## config.mk

```make
export PLATFORM = sky130hd
export DESIGN_NAME = seq_div_4bit
export DESIGN_NICKNAME = d
export VERILOG_FILES = /design/src/rtl/seq_div_4bit.sv
export SDC_FILE = /design/constraint.sdc
export NUM_CORES = 1
export LEC_CHECK = 0
export ABC_CLOCK_PERIOD_IN_PS = 4600
export BUFFER_PORTS_ARGS = -buffer_cell sky130_fd_sc_hd__buf_2
export CAP_MARGIN = 20
export CORE_ASPECT_RATIO = 1.5
export CORE_MARGIN = 3
export CORE_UTILIZATION = 60
export DETAILED_ROUTE_END_ITERATION = 12
export MAX_ROUTING_LAYER = met4
export PLACE_DENSITY_LB_ADDON = 0.15
export SLEW_MARGIN = 30
export SYNTH_ARGS = -nofsm -noshare
export SYNTH_HDL_FRONTEND = slang
export SYNTH_SLANG_ARGS = --single-unit
export TNS_END_PERCENT = 10
```

## constraint.sdc

```tcl
create_clock -name clk -period 4.6 [get_ports clk]
set_clock_uncertainty 0.05 [all_clocks]
set_input_delay 0.92 -clock clk [delete_from_list [all_inputs] [get_ports clk]]
set_output_delay 0.92 -clock clk [all_outputs]
set_load 0.01 [all_outputs]
```

## src/rtl/seq_div_4bit.sv

```systemverilog
// Restoring divider: one quotient bit per clock over sign-stripped magnitudes,
// with a final FIX cycle that restores signs and raises divide-by-zero/overflow flags.
module seq_div_4bit #(
  parameter int WIDTH = 4
) (
  input  logic             clk,
  input  logic             rst,
  input  logic             start,
  input  logic             sgn,
  input  logic [WIDTH-1:0] A,
  input  logic [WIDTH-1:0] B,
  output logic             busy,
  output logic             done,
  output logic [WIDTH-1:0] Q,
  output logic [WIDTH-1:0] R,
  output logic             div_by_zero,
  output logic             overflow
);

  localparam int CW = $clog2(WIDTH + 1);

  localparam logic [1:0] S_IDLE   = 2'd0;
  localparam logic [1:0] S_DIVIDE = 2'd1;
  localparam logic [1:0] S_FIX    = 2'd2;

  logic [1:0]       state_q, state_d;
  logic [CW-1:0]    cnt_q, cnt_d;
  logic             sgn_q, sgn_d;
  logic             sa_q, sa_d;
  logic             sb_q, sb_d;
  logic             dbz_q, dbz_d;
  logic [WIDTH:0]   rem_q, rem_d;
  logic [WIDTH-1:0] dvd_q, dvd_d;
  logic [WIDTH:0]   magb_q, magb_d;

  logic             busy_q, busy_d;
  logic             done_q, done_d;
  logic [WIDTH-1:0] q_q, q_d;
  logic [WIDTH-1:0] r_q, r_d;
  logic             dz_q, dz_d;
  logic             ov_q, ov_d;

  logic             a_neg, b_neg;
  logic [WIDTH:0]   a_ext, b_ext;
  logic [WIDTH:0]   mag_a, mag_b;
  logic [WIDTH+1:0] sh, trial;
  logic             q_neg;
  logic [WIDTH-1:0] q_fix, r_fix, r_low;

  // Sign-extend to WIDTH+1 so the most-negative operand still has a magnitude.
  always_comb begin
    a_neg = sgn & A[WIDTH-1];
    b_neg = sgn & B[WIDTH-1];
    a_ext = {a_neg, A};
    b_ext = {b_neg, B};
    mag_a = a_neg ? (~a_ext + 1'b1) : a_ext;
    mag_b = b_neg ? (~b_ext + 1'b1) : b_ext;
  end

  // Remainder stays below |B| < 2^WIDTH, so sh never sets its top bit and trial's MSB is a true sign.
  always_comb begin
    sh    = {rem_q, dvd_q[WIDTH-1]};
    trial = sh - {1'b0, magb_q};
  end

  always_comb begin
    q_neg = sa_q ^ sb_q;
    q_fix = q_neg ? (~dvd_q + 1'b1) : dvd_q;
    r_low = rem_q[WIDTH-1:0];
    r_fix = sa_q ? (~r_low + 1'b1) : r_low;
  end

  always_comb begin
    state_d = state_q;
    cnt_d   = cnt_q;
    sgn_d   = sgn_q;
    sa_d    = sa_q;
    sb_d    = sb_q;
    dbz_d   = dbz_q;
    rem_d   = rem_q;
    dvd_d   = dvd_q;
    magb_d  = magb_q;
    busy_d  = busy_q;
    done_d  = 1'b0;
    q_d     = q_q;
    r_d     = r_q;
    dz_d    = dz_q;
    ov_d    = ov_q;

    case (state_q)
      S_IDLE: begin
        if (start) begin
          sgn_d  = sgn;
          sa_d   = a_neg;
          sb_d   = b_neg;
          magb_d = mag_b;
          dvd_d  = mag_a[WIDTH-1:0];
          cnt_d  = CW'(WIDTH);
          busy_d = 1'b1;
          if (B == '0) begin
            // Park |A| in the remainder so FIX re-signs it back into A.
            dbz_d   = 1'b1;
            rem_d   = mag_a;
            state_d = S_FIX;
          end else begin
            dbz_d   = 1'b0;
            rem_d   = '0;
            state_d = S_DIVIDE;
          end
        end
      end

      S_DIVIDE: begin
        if (!trial[WIDTH+1]) begin
          rem_d = trial[WIDTH:0];
          dvd_d = {dvd_q[WIDTH-2:0], 1'b1};
        end else begin
          rem_d = sh[WIDTH:0];
          dvd_d = {dvd_q[WIDTH-2:0], 1'b0};
        end
        cnt_d = cnt_q - 1'b1;
        if (cnt_q == CW'(1)) begin
          state_d = S_FIX;
        end
      end

      S_FIX: begin
        state_d = S_IDLE;
        busy_d  = 1'b0;
        done_d  = 1'b1;
        r_d     = r_fix;
        dz_d    = dbz_q;
        if (dbz_q) begin
          q_d  = '1;
          ov_d = 1'b0;
        end else begin
          q_d  = q_fix;
          // Signed magnitudes never exceed 2^(WIDTH-1); only a positive 2^(WIDTH-1) fails to fit.
          ov_d = sgn_q & ~q_neg & dvd_q[WIDTH-1];
        end
      end

      default: begin
        state_d = S_IDLE;
        busy_d  = 1'b0;
      end
    endcase
  end

  always_ff @(posedge clk or posedge rst) begin
    if (rst) begin
      state_q <= S_IDLE;
      cnt_q   <= '0;
      sgn_q   <= 1'b0;
      sa_q    <= 1'b0;
      sb_q    <= 1'b0;
      dbz_q   <= 1'b0;
      rem_q   <= '0;
      dvd_q   <= '0;
      magb_q  <= '0;
      busy_q  <= 1'b0;
      done_q  <= 1'b0;
      q_q     <= '0;
      r_q     <= '0;
      dz_q    <= 1'b0;
      ov_q    <= 1'b0;
    end else begin
      state_q <= state_d;
      cnt_q   <= cnt_d;
      sgn_q   <= sgn_d;
      sa_q    <= sa_d;
      sb_q    <= sb_d;
      dbz_q   <= dbz_d;
      rem_q   <= rem_d;
      dvd_q   <= dvd_d;
      magb_q  <= magb_d;
      busy_q  <= busy_d;
      done_q  <= done_d;
      q_q     <= q_d;
      r_q     <= r_d;
      dz_q    <= dz_d;
      ov_q    <= ov_d;
    end
  end

  assign busy        = busy_q;
  assign done        = done_q;
  assign Q           = q_q;
  assign R           = r_q;
  assign div_by_zero = dz_q;
  assign overflow    = ov_q;

endmodule

```

==> results of run 1 <==
-- kinds of logic (layout without fill, tap and decap cells) --
| logic type | Yosys count | count (layout) | share of synthesized area [%] |
|---|---|---|---|
| AND/OR/NAND/NOR | 61 | 61 | 14.9 |
| AO/OA/AOI/OAI | 59 | 59 | 18.7 |
| flip-flops | 35 | 35 | 45.2 |
| buffers and inverters | 28 | 52 | 5.81 |
| adder cells (fa/ha/maj) | 12 | 12 | 8.13 |
| XOR/XNOR | 9 | 9 | 4.07 |
| multiplexers | 6 | 6 | 3.23 |
-- power groups by stage --
| stage | Sequential [mW] | Clock (mW) | Combinational, mW |
|---|---|---|---|
| 3_5_place_dp | 0.567 | 0 | 0.835 |
| 6_report | 0.563 | 0.246 | 0.843 |
| 4_1_cts | 0.562 | 0.253 | 0.841 |
| 2_1_floorplan | 0.559 | 0 | 0.649 |
| 3_3_place_gp | 0.562 | 0 | 0.781 |
| 5_1_grt | 0.584 | 0.260 | 0.943 |
-- worst max-delay path, cell delays in order, from the launching register on --
cell	delay, ns
dfrtp_1	0.44
ha_1	0.40
a21oi_2	0.21
nand2_1	0.09
or3_4	0.40
and2_4	0.20
o2111ai_1	0.25
o211ai_1	0.13
-- metal layers --
layer  up-vias  share of wire (%)  track usage, %
li1        770                  -               -
met1       763                 38            25.4
met2        53                 54            42.8
met3         9                4.9            4.11
met4         0                2.3            11.9
met5         -                  0               -
-- state kept, by name, indices dropped and copies added (netlist names), 2 cells and up --
name	count
state_q	2
cnt_q	3
Q	4
magb_q	5
rem_q	5
R	4
dvd_q	4
-- synthesized netlist by cell type (all sizes together) --
library cell | n | share of area, %
nor3 | 2 | 0.52
mux2i | 4 | 2.1
a31oi | 1 | 0.32
o2111a | 1 | 0.58
xnor2 | 7 | 3.2
dfrtp | 35 | 45
and3 | 1 | 0.32
nand2b | 3 | 0.97
nand2 | 28 | 5.4
a211oi | 3 | 1.4
o2111ai | 1 | 0.45
and2 | 1 | 0.45
a21oi | 14 | 3.8
xor2 | 2 | 0.90
nand3 | 4 | 1.0
nor2 | 11 | 2.1
a2bb2oi | 1 | 0.45
mux2 | 2 | 1.2
ha | 11 | 7.1
a21o | 2 | 0.77
a221o | 1 | 0.52
o21ai | 25 | 6.5
or2 | 1 | 0.32
or3 | 4 | 1.5
o22ai | 2 | 0.65
o211ai | 1 | 0.39
fa | 1 | 1.0
buf | 1 | 0.58
a32oi | 1 | 0.45
o31ai | 4 | 1.5
nor3b | 1 | 0.39
a22oi | 1 | 0.39
and3b | 1 | 0.52
inv | 20 | 3.9
nor2b | 4 | 1.3
o22a | 1 | 0.45
clkbuf | 7 | 1.4
-- cell type report --
class,instances,share of cell area [%]
well taps,39,2.24
clock buffers,7,4.43
repair buffers,24,5.64
flip-flops and latches,35,40.3
multi-input cells,147,43.6
clock inverters,1,0.345
inverters,20,3.45
-- final timing paths --
check	start	to	slack, ns
hold reg to reg	overflow$_DFFE_PP0P_	overflow$_DFFE_PP0P_	0.43
setup reg to reg	rem_q[3]$_DFFE_PP0P_	rem_q[3]$_DFFE_PP0P_	2.31
min in group asynchronous	rst	R[3]$_DFFE_PP0P_	0.66
max in group asynchronous	rst	rem_q[4]$_DFFE_PP0P_	3.51
hold / removal	overflow$_DFFE_PP0P_	overflow$_DFFE_PP0P_	0.43
setup / recovery	rem_q[3]$_DFFE_PP0P_	rem_q[3]$_DFFE_PP0P_	2.31
==> flow_metrics.env, run 1 <==
export IMPL_p_comb_share_pct=51.0
export IMPL_slew_headroom_pct=62.2
export IMPL_final_cell_count_no_fill=273
export IMPL_pre_cts_slack_ns=2.29
export IMPL_ir_worst_vdd_mv=0.460
export IMPL_wl_per_cell_um=15.0
export IMPL_status="complete, no violations"
export IMPL_cts_tree="done"
export IMPL_syn_inst=210
export IMPL_cts_sinks=35
export IMPL_fin_nets=257
export IMPL_portBuffers=23
export IMPL_cts_max_level=2
export IMPL_worst_slack_ns=2.31
export IMPL_synth_area_per_cell_sq_um=9.23
export IMPL_diodes=0
export IMPL_powerDensity_nw_per_um2=759
export IMPL_fin_crit_sh_pct=49.9
export IMPL_fillers=241
export IMPL_fmax_mhz=436
export IMPL_synthesis_area_sq_um=1940
export IMPL_ff_latch_area_sq_um=876
export IMPL_cp_arrival_ns=2.40
export IMPL_intPower_mw=0.958
export IMPL_hold_ws_ns=0.428
export IMPL_clkPwrFrac_pct=14.9
export IMPL_cp_required_ns=4.71
export IMPL_synth_warnings=0
export IMPL_finalInstanceArea_sq_um=2180
export IMPL_layout_drive_gt1_share_pct=17.1
export IMPL_drtAntennaViolNets=0
export IMPL_vias=1595
export IMPL_grt_ovfl_total=0
export IMPL_setup_violations=0
export IMPL_p_total_mw=1.65
export IMPL_utilization_pct=72.5
export IMPL_ys_ff_latch=35
export IMPL_cap_violations=0
export IMPL_dr_pass1_iters=4
export IMPL_hold_viol=0
export IMPL_ctsResizeCount=0
export IMPL_cts_buffers=5
export IMPL_swShare_pct=42.0
export IMPL_syn_to_final_growth_pct=12.3
export IMPL_ios=24
export IMPL_period_needed_ns=2.29
export IMPL_power_leakage_nw=1.08
export IMPL_cp_start_kind="register"
export IMPL_routed_via_density=5.84
export IMPL_rows=24
export IMPL_clkTransAtPathRegs_ns=0.07
export IMPL_yosysSeqAreaShare_pct=45.2
export IMPL_root_buffer="clkbuf_8"
export IMPL_final_max_slew_violation_count=0
export IMPL_post_cts_buffers=0
export IMPL_dpl_cell_area_sq_um=2070
export IMPL_gp_congestion=0.948
export IMPL_critical_path_max_fanout=5
export IMPL_yosys_cell_types_count=41
export IMPL_final_cell_mix="dfrtp_1, nand2_1, buf_2"
export IMPL_grt_max_degree=36
export IMPL_worstMarginPinSlew_ns=0.567
export IMPL_grt_pass1_wl_mm=6.78
export IMPL_endpoint_kind="register"
export IMPL_die_w_um=52.4
export IMPL_hold_buffers=0
export IMPL_die_area_sq_um=3960
export IMPL_p_sw_mw=0.694
export IMPL_placed_cells=265
export IMPL_track_usage_pct=24.1
export IMPL_die_h_um=75.6
export IMPL_rsz0062_at_grt="no"
export IMPL_holdCritPathClass="register to register"
export IMPL_wl_mm=4.10
export IMPL_grt_pass1_vias=1573
export IMPL_clk_path_buf_depth=2
export IMPL_drc=0
export IMPL_initial_utilization_pct=64.5
export IMPL_syn_nets=234
export IMPL_core_area_sq_um=3000
export IMPL_min_path_cells=2
export IMPL_dr_first_iter_drc_count=41
export IMPL_setup_tns_ns=0
export IMPL_place_hpwl_mm=3.15
export IMPL_crit_type="register to register"
export IMPL_antenna_found_initial=0
export IMPL_ff2ff_path_depth=7
export IMPL_multi_input_area_sq_um=950
export IMPL_seq_power_share_pct=34.1
export IMPL_clk_latency_ns=0.29
export IMPL_final_common_cell="dfrtp_1"
Note: power is estimated with default switching activity, not from simulation.
==> run 2: changes to the inputs <==
--- a/config.mk
+++ b/config.mk
@@ -5,12 +5,12 @@
 export SDC_FILE = /design/constraint.sdc
 export NUM_CORES = 1
 export LEC_CHECK = 0
-export ABC_CLOCK_PERIOD_IN_PS = 4600
+export ABC_CLOCK_PERIOD_IN_PS = 2020
 export BUFFER_PORTS_ARGS = -buffer_cell sky130_fd_sc_hd__buf_2
 export CAP_MARGIN = 20
 export CORE_ASPECT_RATIO = 1.5
 export CORE_MARGIN = 3
-export CORE_UTILIZATION = 60
+export CORE_UTILIZATION = 52
 export DETAILED_ROUTE_END_ITERATION = 12
 export MAX_ROUTING_LAYER = met4
 export PLACE_DENSITY_LB_ADDON = 0.15
==> constraint.sdc (replaced) <==
create_clock -name clk -period 2.02 [get_ports clk]
set_clock_uncertainty 0.05 [all_clocks]
set_input_delay 0.404 -clock clk [delete_from_list [all_inputs] [get_ports clk]]
set_output_delay 0.404 -clock clk [all_outputs]
set_load 0.01 [all_outputs]
==> run 2 against run 1 <==
Total power rose by 150%; utilization is 5.6 points lower; via count up 2.6%; critical path depth unchanged; largest power group unchanged; the run now ends with setup timing left; critical path type unchanged.
==> flow_metrics.env, run 2 (synthesis gave the netlist of run 1 again) <==
export IMPL_status="complete, but fails checks"
export IMPL_violations="setup timing"
export IMPL_endpoint_kind="register"
export IMPL_ff2ff_path_depth=7
export IMPL_track_usage_pct=20.9
export IMPL_initial_utilization_pct=55.7
export IMPL_power_leakage_nw=1.16
export IMPL_die_area_sq_um=4510
export IMPL_ir_worst_vdd_mv=1.22
export IMPL_core_area_sq_um=3480
export IMPL_cp_slowest_cell="or3_4"
export IMPL_dr_pass1_iters=4
export IMPL_fin_nets=271
export IMPL_cp_required_ns=2.14
export IMPL_startpoint="magb_q[1]$_DFFE_PP0P_"
export IMPL_r2r_start="magb_q[1]$_DFFE_PP0P_"
export IMPL_antenna_found_initial=0
export IMPL_hold_viol=0
export IMPL_reg_largest_list="magb_q (5), rem_q (5)"
export IMPL_die_w_um=55.8
export IMPL_rsz0062_at_grt="yes"
export IMPL_fmax_mhz=484
export IMPL_place_hpwl_mm=3.37
export IMPL_syn_to_final_growth_pct=20.1
export IMPL_grt_pass1_vias=1579
export IMPL_die_h_um=80.8
export IMPL_vias=1637
export IMPL_setup_violations=5
export IMPL_slew_headroom_pct=62.6
export IMPL_placed_cells=279
export IMPL_final_cell_mix="dfrtp_1, nand2_1, buf_2"
export IMPL_gp_congestion=0.818
export IMPL_worstMarginPinSlew_ns=0.559
export IMPL_clkTransAtPathRegs_ns=0.08
export IMPL_final_max_slew_violation_count=0
export IMPL_crit_type="register to register"
export IMPL_wl_mm=4.34
export IMPL_worst_slack_ns=-0.0480
export IMPL_diodes=0
export IMPL_cts_sinks=35
export IMPL_wl_per_cell_um=15.0
export IMPL_clk_latency_ns=0.29
export IMPL_critical_path_max_fanout=5
export IMPL_routed_via_density=5.64
export IMPL_min_path_cells=2
export IMPL_drtAntennaViolNets=0
export IMPL_cts_tree="done"
export IMPL_layout_drive_gt1_share_pct=23.4
export IMPL_cp_cell_sequence="inv_2 > ha_1 > nor2b_1 > o2111a_1 > or3_4 > and2_4 > a221o_1"
export IMPL_drc=0
export IMPL_holdCritPathClass="input port to register"
export IMPL_cp_arrival_ns=2.19
export IMPL_final_cell_count_no_fill=290
export IMPL_cp_start_kind="register"
export IMPL_portBuffers=23
export IMPL_period_needed_ns=2.07
export IMPL_grt_max_degree=32
export IMPL_powerDensity_nw_per_um2=1770
export IMPL_grt_ovfl_total=0
export IMPL_max_stage_delay_ns=0.36
export IMPL_cts_max_level=2
export IMPL_final_common_cell="dfrtp_1"
export IMPL_fin_crit_sh_pct=102
export IMPL_fillers=279
export IMPL_rows=26
export IMPL_root_buffer="clkbuf_8"
export IMPL_min_from="start"
export IMPL_utilization_pct=66.9
export IMPL_dr_first_iter_drc_count=61
export IMPL_cts_buffers=5
export IMPL_grt_pass1_wl_mm=6.98
export IMPL_cap_violations=0
export IMPL_setup_tns_ns=-0.153
export IMPL_ios=24
export IMPL_clk_path_buf_depth=2
## run 2: changes by cell type in the layout (fill, tap and decap cells not counted), sizes merged
cell / before / now
clkbuf: 7 / 6
clkinv: 0 / 1
clkinvlp: 1 / 0
buf: 24 / 37
dlygate4sd3: 0 / 1
bufinv: 0 / 1
## run 2: area by class of cell
type,count,area [sq um],share of cell area (%)
Timing Repair Buffer,38,230,9.89
Sequential cell,35,876,37.6
Inverter,20,75.1,3.23
Clock buffer,6,82.6,3.55
Tap cell,42,52.6,2.26
Multi-Input combinational cell,147,976,41.9
Clock inverter,2,35.0,1.51
## run 2: metrics by stage
stage / worst slack (ns) / instance area (sq um) / power, mW / hold WS, ns
6_report: -0.0480 / 2330 / 4.13 / 0.297
5_1_grt: -0.139 / 2330 / 4.44 / 0.274
4_1_cts: -0.0391 / 2310 / 4.04 / 0.283
3_5_place_dp: -0.0496 / 2170 / 3.37 / 0.255
3_3_place_gp: -0.00548 / 2170 / 3.26 / 0.245
2_1_floorplan: -0.0705 / 1950 / 2.77 / 0.400
## run 2: per-layer routing
layer	up-vias	routed length (um)	global-route usage, %
li1	791	-	-
met1	771	1700	20.8
met2	64	2320	39.2
met3	11	202	3.66
met4	0	117	9.98
met5	-	0	-
## run 2: path summary, 6_finish.rpt
path	end	slack, ns
setup / recovery	dvd_q[0]$_DFFE_PP0P_	-0.05
hold / removal	magb_q[4]$_DFFE_PP0P_	0.30
setup reg to reg	dvd_q[0]$_DFFE_PP0P_	-0.05
hold reg to reg	Q[1]$_DFFE_PP0P_	0.43
max in group asynchronous	rem_q[0]$_DFFE_PP0P_	0.80
min in group asynchronous	R[0]$_DFFE_PP0P_	0.49
## run 2: repair_timing
item,CTS,global route
resized for setup,1,3
hold endpoints to repair,4,0
pin swaps,1,1
hold buffers,1,0
cloned,0,0
endpoints found under the setup margin,6,6
setup buffers,1,1
## run 2: critical path, delay by kind of cell (launching register included)
kind / cells / cell delay [ns]
adders and majority gates: 1 / 0.27
DFF: 1 / 0.35
AOI/OAI and AO/OA: 2 / 0.53
and+or+nand+nor: 3 / 0.70
buffers and inverters: 1 / 0.05
## run 2: power by group
part	leakage [nW]	switching (mW)	internal, mW
Clock	0.0612	0.251	0.399
Combinational	0.660	1.18	1.05
Sequential	0.437	0.238	1.01
==> run 3: changes to the inputs <==
--- a/config.mk
+++ b/config.mk
@@ -8,10 +8,13 @@
 export ABC_CLOCK_PERIOD_IN_PS = 2020
 export BUFFER_PORTS_ARGS = -buffer_cell sky130_fd_sc_hd__buf_2
 export CAP_MARGIN = 20
+export CELL_PAD_IN_SITES_DETAIL_PLACEMENT = 0
+export CELL_PAD_IN_SITES_GLOBAL_PLACEMENT = 1
 export CORE_ASPECT_RATIO = 1.5
 export CORE_MARGIN = 3
-export CORE_UTILIZATION = 52
+export CORE_UTILIZATION = 40
 export DETAILED_ROUTE_END_ITERATION = 12
+export GPL_TIMING_DRIVEN = 1
 export MAX_ROUTING_LAYER = met4
 export PLACE_DENSITY_LB_ADDON = 0.15
 export SLEW_MARGIN = 30
==> run 3 against run 2 <==
The flow still finishes with violations (setup timing); first-iteration DRC count shrank 4.9%; count of clock-buffer cells in the layout is the same; sequential power is essentially flat; non-clock buffer count shrank 3; total power shrank 2.1%; critical path type unchanged; critical endpoint unchanged; largest cell class unchanged.
==> flow_metrics.env, run 3 (synthesis gave the netlist of run 1 again) <==
export IMPL_intPower_mw=2.42
export IMPL_critical_path_max_fanout=5
export IMPL_grt_ovfl_total=0
export IMPL_setup_tns_ns=-0.136
export IMPL_worst_slack_ns=-0.0470
export IMPL_track_usage_pct=17.4
export IMPL_status="complete, but fails checks"
export IMPL_critPathCapture="dvd_q[0]$_DFFE_PP0P_"
export IMPL_final_common_cell="dfrtp_1"
export IMPL_cp_start_kind="register"
export IMPL_drc=0
export IMPL_routed_via_density=5.10
export IMPL_grt_pass1_vias=1595
export IMPL_fin_nets=268
export IMPL_p_comb_share_pct=52.7
export IMPL_violations="setup timing"
export IMPL_dr_pass1_iters=4
export IMPL_initial_utilization_pct=42.0
export IMPL_rsz0062_at_grt="yes"
export IMPL_portBuffers=23
export IMPL_core_area_sq_um=4620
export IMPL_layout_drive_gt1_share_pct=22.4
export IMPL_period_needed_ns=2.07
export IMPL_cts_max_level=2
export IMPL_powerDensity_nw_per_um2=1740
export IMPL_vias=1576
export IMPL_reg_largest_list="magb_q (5), rem_q (5)"
export IMPL_die_area_sq_um=5730
export IMPL_post_cts_buffers=0
export IMPL_grt_pass1_wl_mm=7.56
export IMPL_gp_congestion=0.917
export IMPL_cp_required_ns=2.15
export IMPL_final_cell_mix="dfrtp_1, nand2_1, buf_2"
export IMPL_slew_headroom_pct=62.9
export IMPL_hold_viol=0
export IMPL_rows=30
export IMPL_ir_worst_vdd_mv=0.757
export IMPL_drtAntennaViolNets=0
export IMPL_cp_arrival_ns=2.20
export IMPL_holdCritPathClass="input port to asynchronous set/reset pin"
export IMPL_die_h_um=91.3
export IMPL_wl_mm=4.35
export IMPL_wl_per_cell_um=14.1
export IMPL_root_buffer="clkbuf_8"
export IMPL_syn_to_final_growth_pct=20.0
export IMPL_p_sw_mw=1.62
export IMPL_clkPwrFrac_pct=16.5
export IMPL_r2r_end="dvd_q[0]$_DFFE_PP0P_"
export IMPL_utilization_pct=50.4
export IMPL_crit_type="register to register"
export IMPL_diodes=0
export IMPL_ios=24
export IMPL_endpoint_kind="register"
export IMPL_fmax_mhz=484
export IMPL_worstMarginPinSlew_ns=0.555
export IMPL_power_leakage_nw=1.14
export IMPL_dr_wl_met3_um=149
export IMPL_swShare_pct=40.1
export IMPL_r2r_start="magb_q[1]$_DFFE_PP0P_"
export IMPL_dr_first_iter_drc_count=58
export IMPL_wl_met1_mm=1.86
export IMPL_multi_input_area_sq_um=972
export IMPL_clkTransAtPathRegs_ns=0.08
export IMPL_seq_power_share_pct=30.8
export IMPL_die_w_um=62.8
export IMPL_grt_max_degree=36
export IMPL_cap_violations=0
export IMPL_clk_latency_ns=0.30
export IMPL_antenna_found_initial=0
export IMPL_fin_crit_sh_pct=102
export IMPL_startpoint="magb_q[1]$_DFFE_PP0P_"
export IMPL_top_layer_used="met4"
export IMPL_met2_length_mm=2.24
export IMPL_place_hpwl_mm=3.43
export IMPL_ff_latch_area_sq_um=876
export IMPL_clk_path_buf_depth=2
export IMPL_cts_sinks=35
export IMPL_setup_violations=4
export IMPL_final_max_slew_violation_count=0
export IMPL_cts_buffers=5
export IMPL_pre_cts_slack_ns=-0.0451
export IMPL_fillers=461
export IMPL_r2r_slack_ns=-0.05
export IMPL_ff2ff_path_depth=7
export IMPL_cts_tree="done"
[run 3: cell count changes in the layout (fill, tap and decap cells not counted)]
cell           before  now
buf_4              14   12
dlygate4sd3_1       1    0
o21ai_1             3    4
o21ai_2             1    0
[run 3: routing by layer]
metal  vias to the layer above  global-route usage (%)
met5                         -                       -
met1                       737                    19.6
met4                         0                    7.73
met3                         8                    2.97
met2                        34                    29.8
li1                        797                       -
[run 3: per-stage QoR]
step	cell area, sq um	power [mW]	std cells	hold WS, ns
3_5_place_dp	2200	3.37	301	0.410
6_report	2330	4.04	309	0.146
2_1_floorplan	1950	2.77	210	0.400
3_3_place_gp	2200	3.30	301	0.403
5_1_grt	2330	4.41	309	0.194
4_1_cts	2320	4.07	309	0.167
[run 3: worst min-delay path by stage]
stage | slack (ns) | cells past startpoint | to | start
after floorplan | 0.40 | 2 | magb_q[2]$_DFFE_PP0P_ | magb_q[2]$_DFFE_PP0P_
after global placement | 0.40 | 2 | Q[1]$_DFFE_PP0P_ | Q[1]$_DFFE_PP0P_
after detailed placement | 0.41 | 2 | Q[1]$_DFFE_PP0P_ | Q[1]$_DFFE_PP0P_
after CTS | 0.17 | 3 | Q[2]$_DFFE_PP0P_ | rst
after global routing | 0.19 | 3 | done$_DFF_PP0_ | rst
final | 0.15 | 3 | Q[1]$_DFFE_PP0P_ | rst
[run 3: power groups by stage]
| stage | Clock, mW | Combinational, mW | Sequential [mW] |
|---|---|---|---|
| floorplan | 0 | 1.49 | 1.28 |
| global placement | 0 | 2.04 | 1.25 |
| detailed placement | 0 | 2.10 | 1.26 |
| CTS | 0.681 | 2.14 | 1.25 |
| global route | 0.705 | 2.41 | 1.29 |
| finish | 0.668 | 2.13 | 1.24 |
[run 3: critical path, stage by stage (launching register included)]
cell	delay, ns
dfrtp_1	0.36
inv_2	0.05
ha_1	0.27
nor2b_1	0.14
o2111a_1	0.24
or3_4	0.35
and2_4	0.20
a221o_1	0.28
[run 3: layout make-up]
class                           count  share of cell area, %
Sequential cell                    35                   37.7
Timing Repair Buffer               35                   8.82
Tap cell                           64                   3.44
Clock inverter                      2                   1.51
Multi-Input combinational cell    147                   41.8
Inverter                           20                   3.23
Clock buffer                        6                   3.55
[run 3: repair_timing]
action,4_1_cts,5_1_grt
hold buffers,0,0
setup endpoints to repair,5,6
resized for setup,2,1
pin swaps,1,0
hold endpoints to repair,0,0
